<file path="src/rtl/des_ks_pkg.sv">
// des_ks_pkg: shared types, tables and helpers for the DES key schedule
// Contents: state enum, round-index width, per-round shift schedule,
// PC1 selection table, PC1 and 28-bit rotate helpers.
// Bit order: DES bit n lives at vector index (width - n).
package des_ks_pkg;

    localparam int ROUND_IDX_W = 4;

    typedef enum logic [1:0] {IDLE, GEN, DONE} state_t;

    // Entry k is the left-shift amount of DES round k+1
    localparam int SHIFTS [16] = '{1, 1, 2, 2, 2, 2, 2, 2, 1, 2, 2, 2, 2, 2, 2, 1};

    localparam int PC1_TAB [56] = '{
        57, 49, 41, 33, 25, 17,  9,
         1, 58, 50, 42, 34, 26, 18,
        10,  2, 59, 51, 43, 35, 27,
        19, 11,  3, 60, 52, 44, 36,
        63, 55, 47, 39, 31, 23, 15,
         7, 62, 54, 46, 38, 30, 22,
        14,  6, 61, 53, 45, 37, 29,
        21, 13,  5, 28, 20, 12,  4
    };

    function automatic logic [55:0] pc1(input logic [63:0] key);
        logic [55:0] r;
        r = '0;
        for (int i = 0; i < 56; i++) r[6'(55 - i)] = key[6'(64 - PC1_TAB[i])];
        return r;
    endfunction

    function automatic logic [27:0] rotl(input logic [27:0] x, input int n);
        return (n == 2) ? {x[25:0], x[27:26]} : {x[26:0], x[27]};
    endfunction

    function automatic logic [27:0] rotr(input logic [27:0] x, input int n);
        return (n == 2) ? {x[1:0], x[27:2]} : {x[0], x[27:1]};
    endfunction

endpackage

</file>
<file path="src/rtl/des_key_sched_pc2.sv">
// des_pc2_compress: combinational DES PC2 compression of the 56-bit C/D value
// Ports: cd  (in, 56)  concatenated C/D halves, C in the upper 28 bits
//        key (out, 48) compressed round key
module des_pc2_compress (
    input  logic [55:0] cd,
    output logic [47:0] key
);

    localparam int PC2_TAB [48] = '{
        14, 17, 11, 24,  1,  5,
         3, 28, 15,  6, 21, 10,
        23, 19, 12,  4, 26,  8,
        16,  7, 27, 20, 13,  2,
        41, 52, 31, 37, 47, 55,
        30, 40, 51, 45, 33, 48,
        44, 49, 39, 56, 34, 53,
        46, 42, 50, 36, 29, 32
    };

    // DES bits 9,18,22,25,35,38,43,54 are discarded by PC2
    logic dropped_unused;
    assign dropped_unused = ^{cd[47], cd[38], cd[34], cd[31], cd[21], cd[18], cd[13], cd[2]};

    always_comb begin
        key = '0;
        for (int i = 0; i < 48; i++) key[6'(47 - i)] = cd[6'(56 - PC2_TAB[i])];
    end

endmodule

</file>
<file path="src/rtl/des_key_sched.sv">
// des_key_sched: streams the 16 DES round keys, forward (encrypt) or reverse (decrypt)
// Ports: clk, rst (async, active high)
//        key_in[63:0], decrypt, start, abort  - run request, sampled on accepted start
//        round_key[47:0], round_idx[3:0], key_valid / key_ready - round key stream
//        busy, done (one-cycle pulse after the final handshake)
//        parity_err - only when DES_KS_PARITY_CHK_EN is defined: odd-parity key check
module des_key_sched
    import des_ks_pkg::*;
#(
    parameter int NUM_ROUNDS = 16
) (
    input  logic                   clk,
    input  logic                   rst,
    input  logic [63:0]            key_in,
    input  logic                   decrypt,
    input  logic                   start,
    input  logic                   abort,
    output logic [47:0]            round_key,
    output logic                   key_valid,
    input  logic                   key_ready,
    output logic [ROUND_IDX_W-1:0] round_idx,
    output logic                   busy,
`ifdef DES_KS_PARITY_CHK_EN
    output logic                   parity_err,
`endif
    output logic                   done
);

    localparam logic [ROUND_IDX_W-1:0] LAST  = ROUND_IDX_W'(NUM_ROUNDS - 1);
    localparam logic [ROUND_IDX_W-1:0] FIRST = '0;

    state_t                 state_q, state_d;
    logic [55:0]            cd_q, cd_d;
    logic [ROUND_IDX_W-1:0] idx_q, idx_d;
    logic                   dec_q, dec_d;

    logic [55:0]            cd_key, cd_key_rot, cd_step;
    logic [ROUND_IDX_W-1:0] idx_inc;
    logic                   load, hs, final_key, par_bad;

    assign cd_key     = pc1(key_in);
    assign cd_key_rot = {rotl(cd_key[55:28], 1), rotl(cd_key[27:0], 1)};
    assign idx_inc    = idx_q + 1'b1;
    // Decrypt undoes the shift of the round just emitted; encrypt applies the next round's shift
    assign cd_step    = dec_q ? {rotr(cd_q[55:28], SHIFTS[idx_q]), rotr(cd_q[27:0], SHIFTS[idx_q])}
                              : {rotl(cd_q[55:28], SHIFTS[idx_inc]), rotl(cd_q[27:0], SHIFTS[idx_inc])};
    assign final_key  = idx_q == (dec_q ? FIRST : LAST);
    assign load       = state_q == IDLE && start;
    assign hs         = state_q == GEN && key_ready;

`ifdef DES_KS_PARITY_CHK_EN
    always_comb begin
        par_bad = 1'b0;
        for (int i = 0; i < 8; i++) par_bad |= ~^key_in[8*i +: 8];
    end

    always_ff @(posedge clk or posedge rst) begin
        if (rst)
            parity_err <= 1'b0;
        else if (load && !abort)
            parity_err <= par_bad;
    end
`else
    logic parity_unused;
    assign par_bad       = 1'b0;
    assign parity_unused = ^{key_in[56], key_in[48], key_in[40], key_in[32],
                             key_in[24], key_in[16], key_in[8], key_in[0]};
`endif

    always_comb begin
        state_d = state_q;
        cd_d    = cd_q;
        idx_d   = idx_q;
        dec_d   = dec_q;
        if (abort)
            state_d = IDLE;
        else if (load) begin
            state_d = par_bad ? DONE : GEN;
            cd_d    = decrypt ? cd_key : cd_key_rot;
            idx_d   = decrypt ? LAST : FIRST;
            dec_d   = decrypt;
        end else if (hs) begin
            state_d = final_key ? DONE : GEN;
            cd_d    = final_key ? cd_q : cd_step;
            idx_d   = final_key ? idx_q : (dec_q ? idx_q - 1'b1 : idx_inc);
        end else if (state_q == DONE)
            state_d = IDLE;
    end

    always_ff @(posedge clk or posedge rst) begin
        if (rst) begin
            state_q <= IDLE;
            cd_q    <= '0;
            idx_q   <= '0;
            dec_q   <= 1'b0;
        end else begin
            state_q <= state_d;
            cd_q    <= cd_d;
            idx_q   <= idx_d;
            dec_q   <= dec_d;
        end
    end

    des_pc2_compress u_pc2 (
        .cd  (cd_q),
        .key (round_key)
    );

    assign key_valid = state_q == GEN;
    assign busy      = state_q != IDLE;
    assign done      = state_q == DONE;
    assign round_idx = idx_q;

endmodule

</file>
<file path="config.mk">
export PLATFORM = sky130hd
export DESIGN_NAME = des_key_sched
export DESIGN_NICKNAME = d
export VERILOG_FILES = /design/src/rtl/des_ks_pkg.sv /design/src/rtl/des_key_sched_pc2.sv /design/src/rtl/des_key_sched.sv
export SDC_FILE = /design/constraint.sdc
export NUM_CORES = 1
export LEC_CHECK = 0
export BUFFER_PORTS_ARGS = -buffer_cell sky130_fd_sc_hd__buf_2
export CAP_MARGIN = 10
export CORE_MARGIN = 4
export CORE_UTILIZATION = 45
export DETAILED_ROUTE_END_ITERATION = 7
export PLACE_DENSITY = 0.69
export SYNTH_ARGS = -nofsm -noshare
export SYNTH_HDL_FRONTEND = slang
export SYNTH_HIERARCHICAL = 1
export SYNTH_SLANG_ARGS = --single-unit
</file>
<file path="constraint.sdc">
create_clock -name clk -period 3.5 [get_ports clk]
set_input_delay 0.7 -clock clk [delete_from_list [all_inputs] [get_ports clk]]
set_output_delay 0.7 -clock clk [all_outputs]
set_load 0.03 [all_outputs]
</file>
# After elaboration in Yosys (flattened, before gate mapping)
# Memories as Yosys holds them, arrays and structs flattened.
# Index checks and enable logic that the tools add are counted.
[totals] ff_bits=63 mem_bits_ro=1024 input_bits=70 output_inout_bits=55 elab_cells=51 n_memories=2
[mem_list] memory="(name not given)" depth=16 width=32 read_ports=1 rd_ports_with_merged_regs=0 wr=0 line_no="des_key_sched.sv:46" text=": {rotl(cd_q[55:28], SHIFTS[idx_inc]), rotl(cd_q[27:0], SHIFTS[idx_inc])};"
[mem_list] memory="(name not given)" depth=16 width=32 read_ports=1 rd_ports_with_merged_regs=0 wr=0 line_no="des_key_sched.sv:45" text="assign cd_step = dec_q ? {rotr(cd_q[55:28], SHIFTS[idx_q]), rotr(cd_q[27:0], SHIFTS[idx_q])}"
[classes] add_sub_neg=2 order_cmp=2 n_eq_ne=6 n_mux=24 bitwise=3 reduce_logical=8
[op_table] operator="$mux W56" n=4
[op_table] operator="$mux W32" n=4
[op_table] operator="$mux W28" n=4
[op_table] operator="$eq A32 B3 Y1 const B" n=2
[op_table] operator="$mux W33" n=1
[op_table] operator="$mux W4" n=6
[op_table] operator="$ge A5 B5 Y1 const B" n=2
[op_table] operator="$mux W2" n=5
[op_table] operator="$not A4 Y5" n=2
[op_table] operator="$add A4 B1 Y4 const B" n=1
[op_table] operator="$eq A4 B4 Y1" n=1
[op_table] operator="$reduce_bool A2 Y1" n=2
[op_table] operator="$reduce_bool A4 Y1" n=1
[op_table] operator="$sub A4 B1 Y4 const B" n=1
[op_table] operator="$reduce_and A3 Y1" n=1
[op_table] operator="$eq A2 B1 Y1 const B" n=1
[op_table] operator="$eq A2 B2 Y1 const B" n=1
[op_table] operator="$logic_and A1 B1 Y1" n=2
[op_table] operator="$logic_not A2 Y1" n=1
[op_table] operator="$ne A2 B2 Y1 const B" n=1
[op_table] operator="$reduce_and A2 Y1" n=1
[op_table] operator="$not A1 Y1" n=1

# Logic depth before layout (Yosys ltp)
# Gate-level depths: netlist (run 1).
[depth] word_depth=11 depth_mapped=10 depth_no_buf=6

# Cells and area by module
# The synthesis (run 1) kept the hierarchy.
[by_module_without_submodules] module="des_key_sched" n_inst=1 cells_each=513 area_each_um2=4702.0 seq_area_each_um2=1576.5
[by_module_without_submodules] module="des_pc2_compress" n_inst=1 cells_each=49 area_each_um2=364.1 seq_area_each_um2=0.0

# Least setup slack after synthesis (run 1)
# Ideal clock, no wire load.
[synth_path] path_kind="reg-to-reg" startpoint="register dec_q" endpoint="register cd_q[11]" setup_time_ps=120 arrival_time_ps=2373 required_time_ps=3380 slack_ps=1007 path_stages_with_launch=11 path_buffers=4 period_less_slack_ps=2493 path_cell_list="dfrtp_1 > buf_2 > inv_1 > clkbuf_1 > clkbuf_1 > ha_1 > o21a_1 > nor3_2 > clkbuf_1 > o22ai_1 > a31o_2"
[synth_between] elab_chain_cells=4 word_cells_on_any_way=8 classes_between="eq/ne: 2; mux: 5; reduce/logical: 1"
[synth_lines] element="from (decl)" line_no="des_key_sched.sv:35" text="logic dec_q, dec_d;"
[synth_lines] element="from (signal assigned)" line_no="des_key_sched.sv:95" text="dec_q <= 1'b0;"
[synth_lines] element="from (signal assigned)" line_no="des_key_sched.sv:100" text="dec_q <= dec_d;"
[synth_lines] element="$mux W4 or $mux W56 (tied branches)" line_no="des_key_sched.sv:47, des_key_sched.sv:45"
[synth_lines] element="$eq A4 B4 Y1 or $mux W56 (tied branches)" line_no="des_key_sched.sv:47, des_key_sched.sv:84"
[synth_lines] element="$ne A2 B2 Y1 (no line) or $mux W56 (tied branches)"
[synth_lines] element="$reduce_and A3 Y1 (no line) or $mux W56 (tied branches)"
[synth_lines] element="to (signal assigned)" line_no="des_key_sched.sv:93" text="cd_q <= '0;"
[synth_lines] element="to (signal assigned)" line_no="des_key_sched.sv:98" text="cd_q <= cd_d;"
[synth_lines] element="to (decl)" line_no="des_key_sched.sv:33" text="logic [55:0] cd_q, cd_d;"
# Several ways; a longest one is shown, not always the timed one. The select of a mux whose other input is x is not followed.
# A chain may end at the register's enable or synchronous reset.

# Worst setup path after layout (run 1)
[layout_path] startpoint="register idx_q[1], in the netlist round_idx[1]" endpoint="register cd_q[43]"
[layout_between] elab_chain_cells=11 word_cells_on_any_way=20 classes_between="add/sub: 1; eq/ne: 4; mux: 10; bitwise: 2; reduce/logical: 1; memory: 2"
[layout_lines] element="from (decl)" line_no="des_key_sched.sv:34" text="logic [ROUND_IDX_W-1:0] idx_q, idx_d;"
[layout_lines] element="from (signal assigned)" line_no="des_key_sched.sv:99" text="idx_q <= idx_d;"
[layout_lines] element="$add A4 B1 Y4" line_no="des_key_sched.sv:43" text="assign idx_inc = idx_q + 1'b1;"
[layout_lines] element="$not A4 Y5 (implied by the code)" line_no="des_key_sched.sv:46"
[layout_lines] element="$mem_v2 Z16 W32"
[layout_lines] element="$mux W32 (2 in series)"
[layout_lines] element="$eq A32 B3 Y1"
[layout_lines] element="$mux W28" line_no="des_ks_pkg.sv:33" text="return (n == 2) ? {x[25:0], x[27:26]} : {x[26:0], x[27]};"
[layout_lines] element="$mux W56" line_no="des_key_sched.sv:45"
[layout_lines] element="$mux W56" line_no="des_key_sched.sv:84" text="cd_d = final_key ? cd_q : cd_step;"
[layout_lines] element="$mux W56" line_no="des_key_sched.sv:82" text="end else if (hs) begin"
[layout_lines] element="$mux W56" line_no="des_key_sched.sv:77" text="else if (load) begin"
# Several ways; a longest one is shown, not always the timed one. The select of a mux whose other input is x is not followed.

==> qor.csv, run 1 <==
metric,value,unit
status,finished clean,
internal power,2.67,mW
final wirelength,12.0,mm
Die Span X,114,microns
first-pass GRT wire length,19.6,mm
routed len/inst,16.9,microns
"Seq/Total Area, Yosys",0.311,
synthesized instance count,562,
Least-Margin Pin Slew,0.880,ns
part of the cycle the worst path needs,0.793,
CTS root buffer,clkbuf_16,
Detailed Route Iter0 Violations,383,
post-synthesis register bit count,63,
number of global-route vias before repair,4062,
post-route cell area,0.00540,sq mm
"non-filler cells, final",710,
clk buf depth,2,
Power Density,918,mW/mm^2
Met2 Routed Length,5.97,mm
Inst Count DP,694,
crit path DAT,3.00,ns
vias per std cell,5.86,
CP Launch Type,flop,
Rel. slew slack,0.410,
worst vdd ir,0.630,mV
htree depth,3,
clk_skew,0.00654,ns
CP Class,reg2reg,
Final Setup Violations,0,
remaining antenna violation count,0,
Post-synth top cells,"125 x mux2i_1, 121 x nor2_1, 63 x dfrtp_1",
routed vias,4161,
initial antenna violation count,0,
CTS Buf Count,9,
core area,0.0109,sq mm
post-synthesis async set-or-reset flop share,1.00,
first drt pass iteration count,5,
Crit Path Max Fanout,38,
Sw Ratio,0.461,
final hold violation count,0,
CTS sink cnt,63,
layout cells sized above 1,0.168,
Overflow after GRT,0,
hold slack,0.438,ns
Reg power frac,0.241,
# diodes,0,
post-route total power,4.96,mW
CTS resizes,0,
CTS tree,done,
HP Class,in2async,
cell accounting for the most synthesized area,dfrtp_1,
Synth area leaders,"dfrtp_1 31%, mux2i_1 25%, nor2_1 9.0%, buf_4 7.6%, a32o_1 7.1%",
Tmin final,2.78,ns
total negative slack,0,ns
Area after DPL,0.00512,sq mm
die height,114,microns
MaxCap Viol Count,0,
crit path capture type,flop,
Leak,2.89,nW
# IOs,125,
RSZ-0062 raised after global routing,no,
Skew-Pair Late Insertion Delay,0.33,ns
largest net degree at the start of global routing,59,
fmax,0.360,GHz
top sig layer,met4,
distinct cell type count after synthesis,43,
Avg Inst Size Synth,9.01,sq um
number of synthesized flops with an enable pin,0,
Post-Syn Area,0.00507,sq mm
routability-driven placement congestion ratio,0.819,
num rows,38,
Clock Pin Slew Worst Setup and Hold Paths,0.06,ns
WL met1,5.25,mm
Required @ worst endpoint,3.72,ns
Die Area,0.0130,sq mm
clock share of power,0.167,
Post-CTS Setup Repair Bufs,0,
P_sw,2.28,mW
combinational power share,0.591,
initial core utilization,0.463,
Synth-to-Final Area Change,6.57,%
post-synth top area share,0.311,
total track usage,0.185,
fin. max-slew vios,0,
Synthesis Warnings,6,
top-count cell post-synth,mux2i_1,
Most used DFF post-synth,dfrtp_1,
# DRC,0,
nets,641,
met3 WL,601,microns
number of fillers in the final layout,1025,
hold buffers post-CTS,0,
IO buf count,54,
detailed placement HPWL,8.03,mm
==> power by group through the flow <==
stage	registers, mW	clock network [mW]	logic, mW
after CTS	1.19	0.842	2.93
final	1.20	0.828	2.93
after detailed placement	1.20	0	2.92
after floorplan	1.15	0	2.67
after global routing	1.23	0.871	3.18
after global placement	1.19	0	2.86
==> layout make-up <==
cell class	count	area [sq um]	area share
clock inverters	7	48.8	0.00904
clock buffers	9	225	0.0417
inverters	6	22.5	0.00417
multi-input cells	420	2950	0.546
well taps	140	175	0.0324
repair buffers	65	403	0.0746
flip-flops and latches	63	1580	0.292
==> per-stage QoR <==
step	utilization	worst slack (ns)
2_1_floorplan	-	1.01
3_3_place_gp	0.469	0.843
3_5_place_dp	0.469	0.746
4_1_cts	0.494	0.736
5_1_grt	0.494	0.593
6_report	0.494	0.724
==> layout by cell type (no fill, tap or decap), drive strengths merged, types with 7 or more instances in the layout <==
| cell | count |
|---|---|
| a31o | 20 |
| dfrtp | 63 |
| conb | 22 |
| o22ai | 11 |
| a21oi | 7 |
| buf | 65 |
| inv | 7 |
| nor2 | 121 |
| o21ai | 11 |
| nand2 | 25 |
| nand3 | 8 |
| clkbuf | 9 |
| mux2i | 125 |
| a32o | 36 |
==> worst paths after layout <==
path	start	endpoint	slack (ns)	depth (start not counted)
min in group clk	cd_q[51]	cd_q[51]	0.52	1
max in group asynchronous	rst	cd_q[36]	2.33	3
worst min-delay path	rst	cd_q[31]	0.44	2
worst max register to register	round_idx[1]	cd_q[43]	0.72	7
worst max-delay path	round_idx[1]	cd_q[43]	0.72	7
worst min register to register	cd_q[51]	cd_q[51]	0.52	1
==> cell families after synthesis <==
family,count (synthesis),share of synthesized area
fa+ha+maj,6,0.0148
xor+xnor,2,0.00346
other cells,1,0.000740
flops,63,0.311
simple gates,170,0.139
buf+inv,100,0.129
mux,125,0.247
compound gates,95,0.155
==> layer usage <==
metal	global-route usage	vias to the layer above
met4	0.0562	0
met2	0.313	133
li1	-	1959
met3	0.0381	20
met1	0.240	2049
met5	0	-
==> worst max-delay path: stages, from the launching register on <==
cell and delay, ns:
dfrtp_1 0.52, inv_1 0.14, ha_1 0.36, o32ai_1 0.14
a21oi_4 0.71, buf_12 0.35, mux2i_1 0.14, a32o_1 0.27
==> state kept, by name, summed over array words and instances, names as in the netlist <==
| signal | flops |
|---|---|
| state_q | 2 |
| round_idx | 4 |
| dec_q | 1 |
| cd_q | 56 |
Note: power is estimated with default switching activity, not from simulation.
==> run 2, diff against run 1 <==
==> constraint.sdc (replaced) <==
create_clock -name clk -period 2.7 [get_ports clk]
set_input_delay 0.54 -clock clk [delete_from_list [all_inputs] [get_ports clk]]
set_output_delay 0.54 -clock clk [all_outputs]
set_load 0.03 [all_outputs]
==> run 2 against run 1 <==
  * Clock power increased by 44%
  * Cell area up 2.0%
  * Sequential share of layout area is 0.58 points lower
  * Combinational power rose by 33%
  * Die area unchanged
  * Critical path type unchanged
  * Worst setup slack worse by 0.48 ns
  * Clock skew barely moved
  * Power up 33%
  * First-iteration DRC count decreased by 5.0%
  * Fmax up 13%
==> qor.csv, run 2 (same netlist as run 1, synthesis figures left out) <==
metric,value,unit,change
status,finished clean,,
Crit path max-delay family,compound AO/OA/AOI/OAI gates,,
part of the cycle the worst path needs,0.911,,+0.118
htree depth,3,,unchanged
max incr delay on CP,0.50,ns,-0.21 ns
Met2 Routed Length,5.96,mm,-0.23%
Rel. slew slack,0.530,,+0.120
Clock Pin Slew Worst Setup and Hold Paths,0.05,ns,about the same
post-route cell area,0.00551,sq mm,+2.0%
r2r worst-path depth,7,,unchanged
fin. max-slew vios,0,,unchanged
Post-CTS Setup Repair Bufs,0,,unchanged
hold buffers post-CTS,0,,unchanged
worst path cell trace,inv_1 -> ha_1 -> o32ai_1 -> a21oi_4 -> buf_12 -> mux2i_1 -> a32o_1,,
RR Startpoint,round_idx[1],,
CTS resizes,0,,unchanged
largest net degree at the start of global routing,62,,+5.1%
CTS sink cnt,63,,unchanged
top sig layer,met4,,
Crit Path Max Fanout,56,,+47%
crit path capture type,flop,,
initial core utilization,0.463,,unchanged
total negative slack,0,ns,unchanged
worst vdd ir,1.79,mV,+180%
# IOs,125,,unchanged
Inst Count DP,701,,+1.0%
Skew-Pair Late Insertion Delay,0.33,ns,about the same
largest reg by FF count,cd_q,,
CTS root buffer,clkbuf_16,,
IO buf count,54,,unchanged
CTS Buf Count,9,,unchanged
crit path DAT,2.67,ns,-0.33 ns
final wirelength,12.2,mm,+1.4%
most frequent cells in the layout,"125 x mux2i_1, 121 x nor2_1, 62 x dfrtp_1",,
# diodes,0,,unchanged
Power Density,1200,mW/mm^2,+31%
vias per std cell,5.83,,-0.50%
WP buf/inv,2,,unchanged
nets,649,,+1.2%
MaxCap Viol Count,0,,unchanged
"non-filler cells, final",718,,+1.1%
Die Area,0.0130,sq mm,unchanged
number of global-route vias before repair,4050,,-0.30%
Overflow after GRT,0,,unchanged
final hold violation count,0,,unchanged
routed vias,4187,,+0.62%
detailed placement HPWL,8.09,mm,+0.69%
r2r endpoint,cd_q[34],,
first drt pass iteration count,5,,unchanged
WL met1,5.36,mm,+2.1%
die height,114,microns,unchanged
CP Launch Type,flop,,
Die Span X,114,microns,unchanged
fmax,0.407,GHz,+13%
Final Setup Violations,0,,unchanged
core area,0.0109,sq mm,unchanged
Synth-to-Final Area Change,8.74,%,
initial antenna violation count,0,,unchanged
layout cells sized above 1,0.176,,+0.00805
Crit-path slowest cell,dfrtp_1,,
Detailed Route Iter0 Violations,364,,-5.0%
RSZ-0062 raised after global routing,no,,
max reg flops,56,,unchanged
CP Class,reg2reg,,
routed len/inst,17.0,microns,+0.28%
clk_skew,0.00693,ns,+0.000388 ns
Area after DPL,0.00518,sq mm,+1.0%
met3 WL,710,microns,+18%
remaining antenna violation count,0,,unchanged
post-route total power,6.60,mW,+33%
"commonest non-fill, non-tap cell in the layout",mux2i_1,,
clk buf depth,2,,unchanged
total track usage,0.188,,+0.00306
routability-driven placement congestion ratio,0.815,,-0.52%
# DRC,0,,unchanged
Leak,2.96,nW,+2.4%
HP Class,in2async,,
first-pass GRT wire length,20.0,mm,+2.0%
Required @ worst endpoint,2.91,ns,-0.81 ns
num rows,38,,unchanged
CTS tree,done,,
fin util,0.504,,+0.0101
"reg-to-reg slack, setup",0.24,ns,-0.48 ns
Least-Margin Pin Slew,0.704,ns,-0.176 ns
Tmin final,2.46,ns,-0.317 ns
## run 2: changes by cell type in the layout (fill, tap and decap cells not counted), sizes merged
cell      change
clkinvlp      -3
clkbuf        +5
bufinv        +1
buf           +8
inv           -1
clkinv        -2
## run 2: layout make-up
class	count	area (sq um)
timing repair buffer	73	475
inverter	6	22.5
clock inverter	2	37.5
clock buffer	14	274
tap	140	175
sequential	63	1580
multi-input combinational	420	2950
fill	990	5430
## run 2: how the worst max path moves through the flow
stage,from,to,slack [ns],cells after the start
after floorplan,dec_q,cd_q[11],0.21,10
after global placement,round_idx[1],round_idx[2],0.21,5
after detailed placement,round_idx[1],round_idx[3],0.16,5
after CTS,round_idx[1],round_idx[3],0.1,5
after global routing,round_idx[1],cd_q[55],0.10,7
final,round_idx[1],cd_q[34],0.24,7
## run 2: stage by stage
| step | setup slack [ns] | hold slack (ns) |
|---|---|---|
| final | 0.241 | 0.178 |
| after global routing | 0.102 | 0.191 |
| after CTS | 0.0970 | 0.177 |
| after detailed placement | 0.164 | 0.507 |
| after global placement | 0.215 | 0.504 |
| after floorplan | 0.207 | 0.489 |
## run 2: power breakdown
| part | leakage (nW) | internal, mW | total (mW) | switching [mW] |
|---|---|---|---|---|
| Combinational | 1.97 | 1.66 | 3.90 | 2.24 |
| Sequential | 0.833 | 1.22 | 1.51 | 0.287 |
| Clock | 0.149 | 0.790 | 1.19 | 0.404 |
| Total | 2.96 | 3.67 | 6.60 | 2.93 |
## run 2: metal layers
layer	vias to the layer above	global-route usage
met3	14	0.0312
met5	-	0
li1	1976	-
met4	0	0.0602
met2	144	0.311
met1	2053	0.253
